--- config.mk ---
export PLATFORM = sky130hd
export DESIGN_NAME = microwave_timer_ctrl
export DESIGN_NICKNAME = d
export VERILOG_FILES = /design/src/rtl/microwave_timer_ctrl_pkg.sv /design/src/rtl/microwave_timer_ctrl_bcd_down_digit.sv /design/src/rtl/microwave_timer_ctrl.sv
export SDC_FILE = /design/constraint.sdc
export NUM_CORES = 1
export LEC_CHECK = 0
export ABC_CLOCK_PERIOD_IN_PS = 5200
export CORE_MARGIN = 2
export CORE_UTILIZATION = 55
export CTS_BUF_LIST = sky130_fd_sc_hd__clkbuf_8
export CTS_CLUSTER_DIAMETER = 200
export DETAILED_ROUTE_END_ITERATION = 7
export PLACE_DENSITY = 0.84
export SLEW_MARGIN = 25
export SYNTH_ARGS = -nofsm -noshare
export SYNTH_HDL_FRONTEND = slang
export SYNTH_SLANG_ARGS = --single-unit
export TNS_END_PERCENT = 1
--- constraint.sdc ---
create_clock -name clk -period 5.2 [get_ports clk]
set_clock_uncertainty 0.05 [all_clocks]
set_input_delay 1.04 -clock clk [delete_from_list [all_inputs] [get_ports clk]]
set_output_delay 1.04 -clock clk [all_outputs]
set_load 0.05 [all_outputs]
--- src/rtl/microwave_timer_ctrl_pkg.sv ---
// Shared state type and digit constants for the microwave cook-timer controller.
package mw_timer_pkg;

  typedef enum logic [2:0] {
    ST_IDLE  = 3'd0,
    ST_ENTRY = 3'd1,
    ST_RUN   = 3'd2,
    ST_PAUSE = 3'd3,
    ST_DONE  = 3'd4
  } mw_state_e;

  localparam logic [3:0]  SEC_T_MAX = 4'd5;
  localparam logic [3:0]  DIGIT_MAX = 4'd9;
  localparam logic [15:0] ZERO_TIME = 16'h0000;

  function automatic logic is_bcd(input logic [3:0] d);
    return d <= DIGIT_MAX;
  endfunction

endpackage

--- src/rtl/microwave_timer_ctrl_bcd_down_digit.sv ---
// One BCD down-counting digit: load beats decrement, wraps 0 -> MAX and signals a borrow.
module bcd_down_digit #(
  parameter logic [3:0] MAX = 4'd9
) (
  input  logic       clk,
  input  logic       clrn,
  input  logic       load,
  input  logic [3:0] load_val,
  input  logic       en,
  output logic [3:0] q,
  output logic       borrow
);

  always_ff @(posedge clk or negedge clrn) begin
    if (!clrn) begin
      q <= 4'd0;
    end else if (load) begin
      q <= load_val;
    end else if (en) begin
      q <= (q == 4'd0) ? MAX : q - 4'd1;
    end
  end

  assign borrow = en & (q == 4'd0);

endmodule

--- src/rtl/microwave_timer_ctrl.sv ---
// MM:SS cook-timer sequencer: keypad entry, run/pause/done control, magnetron and beeper.
//
//   state    | meaning
//   ---------+-------------------------------------------------------------
//   ST_IDLE  | timer 00:00, waiting for the first digit
//   ST_ENTRY | digits being shifted in from the keypad
//   ST_RUN   | magnetron on, time decrements on each 1 Hz tick
//   ST_PAUSE | stopped or door opened, digits frozen
//   ST_DONE  | time expired, beeper on for BEEP_TICKS ticks
module microwave_timer_ctrl
  import mw_timer_pkg::*;
#(
  parameter int BEEP_TICKS = 3
) (
  input  logic       clk,
  input  logic       clrn,
  input  logic       tick_1hz,
  input  logic       key_valid,
  input  logic [3:0] key_digit,
  input  logic       start,
  input  logic       stop,
  input  logic       clear,
  input  logic       door_closed,
  output logic [3:0] mm_t,
  output logic [3:0] mm_u,
  output logic [3:0] ss_t,
  output logic [3:0] ss_u,
  output logic       mag_on,
  output logic       beep,
  output logic       done,
  output logic       busy
);

  localparam int BW = $clog2(BEEP_TICKS + 1);

  mw_state_e         state, state_nx;
  logic [BW-1:0]     beep_cnt;
  logic              key_ok, time_zero, time_one, start_ok;
  logic              shift, clr_dig, dec, beep_load, beep_dec;
  logic              load_dig;
  logic              brw_ss_u, brw_ss_t, brw_mm_u, unused_brw_mm_t;

  assign key_ok    = key_valid && is_bcd(key_digit);
  assign time_zero = ({mm_t, mm_u, ss_t, ss_u} == ZERO_TIME);
  assign time_one  = ({mm_t, mm_u, ss_t, ss_u} == 16'h0001);
  assign start_ok  = door_closed && !time_zero && (ss_t <= SEC_T_MAX);
  assign load_dig  = shift | clr_dig;

  always_comb begin
    state_nx  = state;
    shift     = 1'b0;
    clr_dig   = 1'b0;
    dec       = 1'b0;
    beep_load = 1'b0;
    beep_dec  = 1'b0;
    if (clear) begin
      clr_dig  = 1'b1;
      state_nx = ST_IDLE;
    end else begin
      case (state)
        ST_IDLE: begin
          if (key_ok) begin
            shift    = 1'b1;
            state_nx = ST_ENTRY;
          end
        end
        ST_ENTRY: begin
          if (stop) begin
            clr_dig  = 1'b1;
            state_nx = ST_IDLE;
          end else if (start && start_ok) begin
            state_nx = ST_RUN;
          end else if (key_ok) begin
            shift = 1'b1;
          end
        end
        ST_RUN: begin
          if (stop || !door_closed) begin
            state_nx = ST_PAUSE;
          end else if (tick_1hz && !time_zero) begin
            dec = 1'b1;
            // 00:01 decrements straight into DONE on this same edge
            if (time_one) begin
              state_nx  = ST_DONE;
              beep_load = 1'b1;
            end
          end
        end
        ST_PAUSE: begin
          if (stop) begin
            clr_dig  = 1'b1;
            state_nx = ST_IDLE;
          end else if (start && door_closed) begin
            state_nx = ST_RUN;
          end
        end
        ST_DONE: begin
          if (stop || key_ok) begin
            state_nx = ST_IDLE;
          end else if (tick_1hz) begin
            if (beep_cnt <= BW'(1)) state_nx = ST_IDLE;
            else                    beep_dec = 1'b1;
          end
        end
        default: state_nx = ST_IDLE;
      endcase
    end
  end

  always_ff @(posedge clk or negedge clrn) begin
    if (!clrn) begin
      state    <= ST_IDLE;
      beep_cnt <= '0;
      mag_on   <= 1'b0;
      beep     <= 1'b0;
      done     <= 1'b0;
      busy     <= 1'b0;
    end else begin
      state <= state_nx;
      if (beep_load)                 beep_cnt <= BW'(BEEP_TICKS);
      else if (beep_dec)             beep_cnt <= beep_cnt - BW'(1);
      else if (state_nx != ST_DONE)  beep_cnt <= '0;
      mag_on <= (state_nx == ST_RUN);
      beep   <= (state_nx == ST_DONE);
      done   <= (state_nx == ST_DONE);
      busy   <= (state_nx == ST_RUN) || (state_nx == ST_PAUSE);
    end
  end

  bcd_down_digit #(.MAX(DIGIT_MAX)) u_ss_u (
    .clk(clk), .clrn(clrn), .load(load_dig),
    .load_val(clr_dig ? 4'd0 : key_digit),
    .en(dec), .q(ss_u), .borrow(brw_ss_u)
  );

  bcd_down_digit #(.MAX(SEC_T_MAX)) u_ss_t (
    .clk(clk), .clrn(clrn), .load(load_dig),
    .load_val(clr_dig ? 4'd0 : ss_u),
    .en(brw_ss_u), .q(ss_t), .borrow(brw_ss_t)
  );

  bcd_down_digit #(.MAX(DIGIT_MAX)) u_mm_u (
    .clk(clk), .clrn(clrn), .load(load_dig),
    .load_val(clr_dig ? 4'd0 : ss_t),
    .en(brw_ss_t), .q(mm_u), .borrow(brw_mm_u)
  );

  // mm_t borrow never fires: RUN stops decrementing at 00:00
  bcd_down_digit #(.MAX(DIGIT_MAX)) u_mm_t (
    .clk(clk), .clrn(clrn), .load(load_dig),
    .load_val(clr_dig ? 4'd0 : mm_u),
    .en(brw_mm_u), .q(mm_t), .borrow(unused_brw_mm_t)
  );

endmodule

==> results of run 1 <==
-- cells in the final DEF, fill, tap and decap left out, types with 3 or more instances in the layout --
master and count:
nand2_1 12, nand4_1 3, dfrtp_1 24, mux2i_1 5, nor2b_1 3, nor4_4 3, nand2b_1 3, nand3_1 4
a21oi_1 8, inv_1 4, o21ai_0 10, clkbuf_8 3, a211oi_2 9, nor2_1 25, nor3_1 6, clkdlybuf4s50_1 30
nor4_1 5
-- area by class of cell --
class	count	area, um2
well taps	31	38.8
clock inverters	1	30.0
flip-flops and latches	24	601
multi-input cells	133	932
inverters	4	15.0
clock buffers	3	41.3
repair buffers	31	305
fillers	211	818
-- sequential cells by signal, summed over array words and instances (netlist names) --
| name | flops |
|---|---|
| u_mm_u.q | 4 |
| state | 3 |
| u_ss_u.q | 4 |
| busy | 1 |
| mag_on | 1 |
| beep_cnt | 2 |
| done | 1 |
| u_mm_t.q | 4 |
| u_ss_t.q | 4 |
-- worst max-delay path: cells and delay by family --
kind,cells,cell delay [ns]
buf+inv,1,0.50
simple gates,3,0.40
compound gates,2,1.08
-- worst min-delay path by stage --
stage	from	end	slack, ns	depth (start not counted)
floorplan	beep_cnt[1]	beep_cnt[1]	0.47	2
global placement	beep_cnt[1]	beep_cnt[1]	0.49	2
CTS	beep_cnt[0]	beep_cnt[0]	0.54	2
finish	beep_cnt[0]	beep_cnt[0]	0.53	2
detailed placement	beep_cnt[0]	beep_cnt[0]	0.53	2
global route	beep_cnt[0]	beep_cnt[0]	0.57	2
-- cells by family after synthesis --
family,share of synthesized area (%)
buffers and inverters,5.34
XOR/XNOR,1.62
AO/OA/AOI/OAI,20.4
AND/OR/NAND/NOR,31.6
adder cells (fa/ha/maj),0.773
multiplexers,3.09
flip-flops,37.1
-- per-layer routing --
metal | wire (um) | track usage (%)
met2 | 1760 | 40.9
met4 | 35 | 6.98
met5 | 0 | 0
met1 | 1660 | 32.2
met3 | 153 | 3.79
-- through the flow --
stage          setup WS [ns]  std cells
6_report                2.27        227
5_1_grt                 2.04        227
4_1_cts                 2.28        227
3_5_place_dp            2.00        223
3_3_place_gp            1.63        223
2_1_floorplan           2.70        169
-- power by group through the flow --
stage	logic (mW)	clock network (mW)	registers, mW
2_1_floorplan	0.0733	0	0.245
3_3_place_gp	0.135	0	0.220
3_5_place_dp	0.137	0	0.221
4_1_cts	0.138	0.167	0.218
5_1_grt	0.148	0.177	0.220
6_report	0.138	0.165	0.218
-- cell usage after synthesis, drive strengths merged, types with 2 or more instances --
| library cell | instances |
|---|---|
| and3 | 3 |
| dfrtp | 24 |
| xor2 | 2 |
| o21a | 2 |
| o21bai | 2 |
| or4 | 2 |
| nor4 | 8 |
| a311oi | 2 |
| buf | 7 |
| nand2 | 12 |
| and2 | 2 |
| nor2 | 25 |
| nand2b | 3 |
| o211ai | 2 |
| nor2b | 3 |
| nor3 | 6 |
| nand4 | 5 |
| a211oi | 10 |
| mux2i | 5 |
| a21oi | 8 |
| nand3 | 4 |
| nor4b | 3 |
| o21ai | 10 |
| inv | 4 |
==> flow_summary.yaml, run 1 <==
run_status:
  status: "completed"
timing:
  setup_viol: 0
  tightest_slew_ns: 0.643
  relSlewSlack_pct: 56.9
  rsz0062_at_grt: "false"
  period_needed_ns: 2.93
  max_freq_mhz: 342
  timing.setup.tns_ns: 0
  drv_slew: 0
  final_hold_viol_count: 0
  period_share_pct: 56.3
  hold_slack_ns: 0.531
place:
  port_buffers: 31
  gp_congestion: 0.991
  dpl-instance-area_mm2: 0.00189
  dpl.hpwl_mm: 2.65
power:
  comb_power_share_pct: 26.4
  p_int_mw: 0.351
  p_total_mw: 0.521
  max-vdd-ir-drop_v: 0.000228
  p_sw_mw: 0.170
  leakage_nw: 0.770
  power_frac_clock_pct: 31.7
  swShare_pct: 32.6
  power_frac_seq_pct: 41.8
  powerDensity_mw_per_mm2: 265
layout:
  drive_gt1_share_pct: 14.8
  num_antenna_cells: 0
  final_area_mm2: 0.00196
  postLayoutCoreUtil_pct: 70.6
  syn_to_final_growth_pct: 21.3
  layout.nets: 210
yosys:
  synth_area_mm2: 0.00162
  avgSynthCellArea_um2: 9.57
  async_flop_share_pct: 100
  synth_seq_cells: 24
  yosys_warnings: 0
  syn_inst: 169
  yosysTopAreaCellShare_pct: 37.1
  synth_nets: 182
  synth_top_area_cell: "dfrtp_1"
  synth_cell_type_count: 49
  synth-seq-area-share_pct: 37.1
  ys.flop_type: "dfrtp_1"
  synth-edff-count: 0
  synth_area_leaders: "dfrtp_1, a211oi_2, nor2_1, nor4_4, mux2i_1"
critical_path:
  crit_required_ns: 5.29
  reg2reg_setup_slack_ns: 2.84
  endpoint: "u_ss_u.q[2]"
  critical_path_class: "primary input to register"
  start_kind: "primary input"
  critical-path-max-stage-delay_ns: 0.66
  critPathCaptureType: "register"
  crit_arrival_ns: 3.02
  crit_fanout: 28
  timing.rr.end: "u_ss_u.q[2]"
  slowest_stage: "a311o_2"
  r2r-start: "u_mm_u.q[0]"
  path_cells: "clkdlybuf4s50_1 -> nand2_1 -> a211oi_1 -> a311o_2 -> and3_2 -> nor3_1"
  startpoint: "door_closed"
  r2r_cells: 5
drt:
  vias: 1447
  drt_iter0_drc: 49
  wirelength_mm: 3.61
  vias_per_cell: 6.37
  dr.pass1.iters: 4
  wl_per_cell_um: 15.9
  ant_nets: 0
  drc: 0
floorplan:
  top_level_ports: 32
  die_height_um: 58.2
  core_area_mm2: 0.00278
  start_util_pct: 58.2
  num_rows: 19
  dieWidth_um: 58.2
  dieArea_mm2: 0.00339
cts:
  cts_hold_buf: 0
  cts_buffers: 3
  tritoncts: "built"
  insertion_delay_ns: 0.27
  cts_buffer_depth: 2
  cts.repair.resized: 0
  cts-htree-levels: 1
  root_buffer: "clkbuf_8"
  post_cts_buffers: 0
  clkTransAtPathRegs_ns: 0.09
  cts.sinks: 24
global_routing:
  gr-total-overflow: 0
  grt_pass1_vias: 1428
  antenna_found_initial: 0
  grt_start_max_net_pins: 29
  grtUsageTotal_pct: 24.2
  grt_pass1_wl_mm: 6.37
hold_path:
  hp-class: "register to register"
run:
  drv_cap: 0
(Power assumes the default switching activity.)
==> inputs of run 2 (changes only) <==
ABC_CLOCK_PERIOD_IN_PS = 2350   (was 5200)
CORE_UTILIZATION = 48   (was 55)
PLACE_DENSITY = 0.78   (was 0.84)
clock period = 2.35 ns   (was 5.2 ns; I/O delays follow)
==> run 2 against run 1 <==
Sequential share of layout area down 2.4 points. Die area up 14%. Cell area up 8.3%. Routed wire length up 12%. Highest routed layer unchanged. Largest power group unchanged. Via count up 3.6%.
==> flow_summary.yaml, run 2 (synthesis results as in run 1) <==
floorplan:
  num_rows: 21
  die_height_um: 62.1
  top_level_ports: 32
  dieWidth_um: 62.1
  dieArea_mm2: 0.00385
  core_area_mm2: 0.00328
  start_util_pct: 49.3
critical_path:
  slowest_stage: "clkdlybuf4s50_1"
  r2r-start: "u_ss_t.q[0]"
  startpoint: "tick_1hz"
  critPathCaptureType: "register"
  start_kind: "primary input"
  path_cells: "clkdlybuf4s50_1 -> and4bb_2 -> nand4_1 -> or4_1 -> xor2_1 -> a211oi_2"
  crit_fanout: 5
  crit_arrival_ns: 2.33
  critical-path-max-stage-delay_ns: 0.49
  crit_required_ns: 2.49
  critical_path_class: "primary input to register"
cts:
  insertion_delay_ns: 0.27
  tritoncts: "built"
  cts-htree-levels: 1
  cts_hold_buf: 0
  cts_buffer_depth: 2
  cts_buffers: 3
  cts.sinks: 24
  root_buffer: "clkbuf_8"
  clkTransAtPathRegs_ns: 0.08
global_routing:
  grt_start_max_net_pins: 27
  grt_pass1_vias: 1478
  grtUsageTotal_pct: 23.7
  grt_pass1_wl_mm: 6.73
  antenna_found_initial: 0
  gr-total-overflow: 0
timing:
  max_freq_mhz: 455
  tightest_slew_ns: 0.520
  rsz0062_at_grt: "false"
  relSlewSlack_pct: 65.2
  period_share_pct: 93.5
  period_needed_ns: 2.20
  timing.setup.tns_ns: 0
  drv_slew: 0
  final_hold_viol_count: 0
  setup_viol: 0
  hold_slack_ns: 0.506
power:
  powerDensity_mw_per_mm2: 525
  max-vdd-ir-drop_v: 0.000288
  leakage_nw: 0.859
  p_total_mw: 1.12
hold_path:
  hp-class: "primary input to async pin"
drt:
  drc: 0
  ant_nets: 0
  wirelength_mm: 4.03
  vias_per_cell: 5.77
  wl_per_cell_um: 15.5
  vias: 1499
  dr.pass1.iters: 4
  drt_iter0_drc: 62
layout:
  layout.nets: 228
  multi_input_area_um2: 941
  final_cells: 260
  syn_to_final_growth_pct: 31.5
  final_common_cell: "clkdlybuf4s50_1"
  seq_area_um2: 601
  num-fill-cells: 273
  drive_gt1_share_pct: 22.0
  layout_common_cells: "clkdlybuf4s50_1, nor2_1, dfrtp_1, buf_4, nand2_1"
  postLayoutCoreUtil_pct: 64.8
  num_antenna_cells: 0
place:
  gp_congestion: 0.920
  port_buffers: 31
  dp.cells: 256
  dpl.hpwl_mm: 3.00
run:
  drv_cap: 0
run_status:
  status: "completed"
-- run 2: worst max-delay path: cells and delay by family --
| kind | cells | cell delay, ns |
|---|---|---|
| simple gates | 3 | 0.99 |
| buf+inv | 1 | 0.49 |
| compound gates | 1 | 0.21 |
| xor+xnor | 1 | 0.17 |
-- run 2: final timing paths --
path | end | slack (ns) | cells past startpoint
min reg2reg | beep_cnt[1] | 0.51 | 2
max | u_ss_t.q[2] | 0.15 | 6
min in group clk | beep_cnt[1] | 0.51 | 2
max in group asynchronous | u_mm_t.q[2] | 1.50 | 2
min | beep_cnt[1] | 0.51 | 2
max reg2reg | u_mm_t.q[3] | 0.20 | 6
-- run 2: repair_timing --
item                       CTS  global route
setup endpoints to repair    0             3
resized for setup            0             2
setup buffers                0             0
-- run 2: cell type report --
cell class | instances | area share [%]
Sequential cell | 24 | 28.2
Multi-Input combinational cell | 133 | 44.2
Tap cell | 46 | 2.71
Clock buffer | 4 | 2.59
Timing Repair Buffer | 49 | 21.5
Inverter | 4 | 0.706
-- run 2: routing by layer --
| metal | up-vias | GRT usage [%] | part of all wire [%] |
|---|---|---|---|
| li1 | 720 | - | - |
| met1 | 730 | 29.8 | 42 |
| met2 | 45 | 41.7 | 53 |
| met3 | 4 | 2.69 | 4.5 |
| met4 | 0 | 8.21 | 0.74 |
| met5 | - | 0 | 0 |
-- run 2: stage by stage --
step                      setup slack, ns  area, um2
after global routing               0.0187       2130
final                               0.153       2130
after global placement            -0.0887       2060
after CTS                           0.117       2120
after floorplan                    0.0437       1620
after detailed placement           -0.152       2060
-- run 2: where the power goes --
group          internal [mW]  switching, mW  total, mW
sequential             0.433         0.0340      0.467
combinational          0.148          0.218      0.366
clock                  0.150          0.133      0.283
